`src/rtl/fun_sched.sv`:
```
// fun_sched: job scheduler in front of the fun core (result = a * cbrt(b)).
// Buffers operand pairs in a small FIFO, issues them to the core one at a
// time with a start pulse, returns results in order on a valid/ready stream,
// and recovers the core through a watchdog if busy never falls.
module fun_sched #(
  parameter int FIFO_DEPTH     = 4,
  parameter int TIMEOUT_CYCLES = 2000
) (
  input  logic                          clk,
  input  logic                          rst,
  input  logic                          in_valid,
  output logic                          in_ready,
  input  logic [7:0]                    in_a,
  input  logic [7:0]                    in_b,
  output logic [7:0]                    fun_a_o,
  output logic [7:0]                    fun_b_o,
  output logic                          fun_start,
  output logic                          fun_rst_o,
  input  logic                          fun_busy,
  input  logic [10:0]                   fun_result,
  output logic                          out_valid,
  input  logic                          out_ready,
  output logic [10:0]                   out_result,
  output logic                          out_timeout,
  output logic [$clog2(FIFO_DEPTH):0]   fifo_count
);

  localparam int PW  = $clog2(FIFO_DEPTH);
  localparam int CW  = PW + 1;
  localparam int WDW = $clog2(TIMEOUT_CYCLES);
  localparam logic [WDW-1:0] WD_LAST = WDW'(TIMEOUT_CYCLES - 1);
  localparam logic [CW-1:0]  FULL    = CW'(FIFO_DEPTH);

  localparam logic [2:0] S_IDLE    = 3'd0;
  localparam logic [2:0] S_ISSUE   = 3'd1;
  localparam logic [2:0] S_SETTLE  = 3'd2;
  localparam logic [2:0] S_WAIT    = 3'd3;
  localparam logic [2:0] S_RECOVER = 3'd4;
  localparam logic [2:0] S_DONE    = 3'd5;

  logic [2:0]     state;
  logic [WDW-1:0] wd_cnt;
  logic [15:0]    mem [FIFO_DEPTH];
  logic [PW-1:0]  wr_ptr;
  logic [PW-1:0]  rd_ptr;
  logic           push;
  logic           pop;

  assign in_ready  = !rst && (fifo_count != FULL);
  assign push      = in_valid && in_ready;
  assign pop       = (state == S_IDLE) && (fifo_count != '0);
  assign fun_start = (state == S_ISSUE);
  // NOTE: combinational on rst so the core is held in reset in the very
  // cycle reset is asserted, not one edge later.
  assign fun_rst_o = rst | (state == S_RECOVER);

  // Operand storage: written on push, read by the controller on pop.
  // NOTE: the array has no reset; occupancy is tracked by the pointers and
  // count, so stale contents are never observed.
  always_ff @(posedge clk) begin
    if (push) mem[wr_ptr] <= {in_a, in_b};
  end

  // FIFO pointers and occupancy; pointers wrap naturally (power-of-2 depth).
  always_ff @(posedge clk) begin
    if (rst) begin
      wr_ptr     <= '0;
      rd_ptr     <= '0;
      fifo_count <= '0;
    end else begin
      if (push) wr_ptr <= wr_ptr + PW'(1);
      if (pop)  rd_ptr <= rd_ptr + PW'(1);
      case ({push, pop})
        2'b10:   fifo_count <= fifo_count + CW'(1);
        2'b01:   fifo_count <= fifo_count - CW'(1);
        default: fifo_count <= fifo_count;
      endcase
    end
  end

  // Job controller: issue, settle, wait with watchdog, recover, hand off.
  always_ff @(posedge clk) begin
    if (rst) begin
      state       <= S_IDLE;
      fun_a_o     <= '0;
      fun_b_o     <= '0;
      out_valid   <= 1'b0;
      out_result  <= '0;
      out_timeout <= 1'b0;
      wd_cnt      <= '0;
    end else begin
      case (state)
        S_IDLE: begin
          if (pop) begin
            {fun_a_o, fun_b_o} <= mem[rd_ptr];
            state              <= S_ISSUE;
          end
        end
        S_ISSUE: state <= S_SETTLE;
        S_SETTLE: begin
          // The core may raise busy only now, so busy is not trusted yet.
          wd_cnt <= '0;
          state  <= S_WAIT;
        end
        S_WAIT: begin
          if (!fun_busy) begin
            out_result  <= fun_result;
            out_timeout <= 1'b0;
            out_valid   <= 1'b1;
            state       <= S_DONE;
          end else if (wd_cnt == WD_LAST) begin
            state <= S_RECOVER;
          end else begin
            wd_cnt <= wd_cnt + WDW'(1);
          end
        end
        S_RECOVER: begin
          out_result  <= '0;
          out_timeout <= 1'b1;
          out_valid   <= 1'b1;
          state       <= S_DONE;
        end
        S_DONE: begin
          if (out_ready) begin
            out_valid <= 1'b0;
            state     <= S_IDLE;
          end
        end
        default: state <= S_IDLE;
      endcase
    end
  end

endmodule

```
`config.mk`:
```
export PLATFORM = sky130hd
export DESIGN_NAME = fun_sched
export DESIGN_NICKNAME = d
export VERILOG_FILES = /design/src/rtl/fun_sched.sv
export SDC_FILE = /design/constraint.sdc
export NUM_CORES = 1
export LEC_CHECK = 0
export ABC_AREA = 1
export CORE_UTILIZATION = 58
export DETAILED_ROUTE_END_ITERATION = 8
export HOLD_SLACK_MARGIN = 0.06
export PLACE_DENSITY = 0.84
export SYNTH_ARGS = -nofsm -noshare
export SYNTH_HDL_FRONTEND = slang
export SYNTH_SLANG_ARGS = --single-unit
```
`constraint.sdc`:
```
create_clock -name clk -period 4.7 [get_ports clk]
set_clock_uncertainty 0.1 [all_clocks]
set_input_delay 1.41 -clock clk [delete_from_list [all_inputs] [get_ports clk]]
set_output_delay 1.41 -clock clk [all_outputs]
set_load 0.03 [all_outputs]
```
==> impl_metrics.ini <==
[power_and_ir_drop]
p_per_area_nw_per_um2 = 599.1
swShare = 0.3301
switching_power_mw = 1.173
seqPwrFrac = 0.355
internal-power_mw = 2.380
power.share.combinational = 0.274
p_leak_nw = 2.205
pwr-share-clk = 0.371
ir_drop_mv = 0.3848

[routing]
drc = 0
ant_nets = 0
viasPerCell = 5.616
drtPass1Iterations = 6
avgRoutedWirePerCell_microns = 16.52
dr.first_iter.drc_count = 385
drt-total-wl_mm = 10.62
route.vias.total = 3611

[synthesis]
synth.top_cell.area_share = 0.4202
synth_common_cells = nor2_1, edfxtp_1, dfxtp_1
synth_edf_count = 64
syn_avg_cell_area_sq_um = 10.05
yosysMostFrequentCell = nor2_1
synth_area_sq_um = 4573
yosysWarnings = 0
synth_area_leaders = edfxtp_1, dfxtp_1, nor2_1
async_flop_share = 0
synth_flop_cell = edfxtp_1
syn_nets = 494
synth_top_cell_by_area = edfxtp_1
synthDistinctLibCells = 27
seq_area_frac_synth = 0.6391
ys_ff_latch = 114
netlist_instances = 455

[critical_path]
critical_path_class = in -> out
critPathArrivalTime_ns = 2.75
start_kind = input port
critPathCaptureType = primary output
crit_start = rst
timing.rr.start = state[1]
worstPathRequired_ns = 3.19
worstPathMaxFanout = 2

[flow_run]
maxCapViolations = 0

[place]
hpwl_mm = 5.923
gp_congestion = 0.8471
numPortBuffers = 66
place_ws_ns = 0.4380
dp_cells = 611

[clock_tree]
clkLatencyLatePin_ns = 0.52
clk_root_buffer_cell = clkbuf_8
cts_max_level = 4
postCtsHoldBufs = 0
post_cts_buffers = 0
cts_made_buffers = 17
cts_resized = 0
clkSinkCount = 114
cts_tree = done
clk_pin_slew_ns = 0.05
cts_buffer_depth = 2

[timing]
finalCritPeriodShare = 0.9066
fin_tns_setup_ns = 0
setup_ws_ns = 0.4390
grt_setup_unrepaired = false
worst_pin_slew_ns = 0.9110
hold_viol_final = 0
finalCriticalPeriod_ns = 4.261
setup_viol = 0
fmax_mhz = 234.7
relSlewSlack = 0.3920
slew_violations = 0

[cells_and_area]
antenna_cells = 0
synthToLayoutAreaGrowth_pct = 29.66
nets = 567
multi_input_area_sq_um = 1431
instances_no_fill = 643
nFillCells = 487
seq_area_sq_um = 2923
final_layout_size_suffix_gt1_frac = 0.09982

[global_route]
antenna_found_initial = 0
grt_pass1_wl_mm = 17.77
grt_max_degree = 37
overflow = 0
grt.total_usage = 0.2844
grt_pass1_vias = 3826

[floorplan]
start_util = 0.5949
fp-row-count = 32
dieHeight_microns = 90.80
die_w_microns = 90.80
ios = 67
die_area_sq_um = 8244
core_area_sq_um = 7687

[hold_path]
min_from = out_timeout
hp-class = reg -> reg

[outcome]
status = finished clean
final timing paths:
check / to / slack (ns) / depth (start not counted)
worst max-delay path: in_ready / 0.44 / 3
worst min-delay path: out_timeout / 0.36 / 2
worst max register to register: fifo_count[2] / 2.00 / 10
worst min register to register: out_timeout / 0.36 / 2
kinds of logic after synthesis:
kind of cell    share of synthesized area
fa+ha+maj                         0.02079
flops                              0.6391
buf+inv                           0.04788
compound gates                     0.1179
simple gates                       0.1743
state kept, by name, indices dropped and copies added, names as in the netlist:
name	flops
mem	64
state	3
out_result	11
out_timeout	1
wr_ptr	2
fun_b_o	8
wd_cnt	11
out_valid	1
rd_ptr	2
fun_a_o	8
fifo_count	3
power groups by stage:
stage	Combinational, mW	Sequential [mW]	Clock, mW
after global placement	0.907	1.27	0
after CTS	0.976	1.26	1.33
after detailed placement	0.953	1.27	0
after global routing	1.08	1.27	1.38
after floorplan	0.542	1.39	0
final	0.973	1.26	1.32
cell type report:
type	count	area share
Clock inverter	13	0.03123
Multi-Input combinational cell	291	0.2414
Sequential cell	114	0.4929
Inverter	30	0.01899
Clock buffer	19	0.07280
Timing Repair Buffer	74	0.1211
Tap cell	102	0.02152
per-layer routing:
metal	vias to the layer above	part of all wire	track usage
met1	1693	0.38	0.3137
met2	181	0.51	0.4949
met3	33	0.085	0.08838
li1	1704	-	-
met4	0	0.029	0.1415
met5	-	0	0
critical path: stages:
cell and delay [ns]:
clkdlybuf4s50_1 0.44, a31oi_1 0.19, clkdlybuf4s50_1 0.71
layout by cell type (no fill, tap or decap), types with 2 or more instances in the layout:
| cell type | synthesis | layout |
|---|---|---|
| nor2_1 | 110 | 110 |
| clkdlybuf4s50_1 | 0 | 65 |
| edfxtp_1 | 64 | 64 |
| dfxtp_1 | 50 | 50 |
| o21ai_0 | 48 | 48 |
| nand2_1 | 34 | 34 |
| inv_1 | 26 | 26 |
| a21oi_1 | 21 | 21 |
| a31oi_1 | 18 | 18 |
| clkbuf_16 | 0 | 16 |
| nor3_1 | 14 | 14 |
| o21ai_1 | 13 | 13 |
| nand3_1 | 11 | 11 |
| buf_4 | 1 | 9 |
| ha_1 | 6 | 6 |
| inv_2 | 4 | 4 |
| bufinv_16 | 0 | 4 |
| clkinv_4 | 0 | 4 |
| nor2_4 | 3 | 3 |
| nand3_2 | 3 | 3 |
| nand4_1 | 3 | 3 |
| clkinv_2 | 0 | 3 |
| nand2_4 | 2 | 2 |
| clkbuf_8 | 0 | 2 |
| clkinvlp_4 | 0 | 2 |
metrics by stage:
step | hold slack, ns | power (mW) | util | area (sq um)
global placement | 0.3481 | 2.177 | 0.6911 | 5313
finish | 0.3648 | 3.552 | 0.7713 | 5929
detailed placement | 0.3545 | 2.227 | 0.6911 | 5313
global route | 0.4035 | 3.721 | 0.7713 | 5929
floorplan | 0.3367 | 1.929 | - | 4573
CTS | 0.3637 | 3.559 | 0.7713 | 5929
No activity file was read; power rests on OpenSTA's default activity.
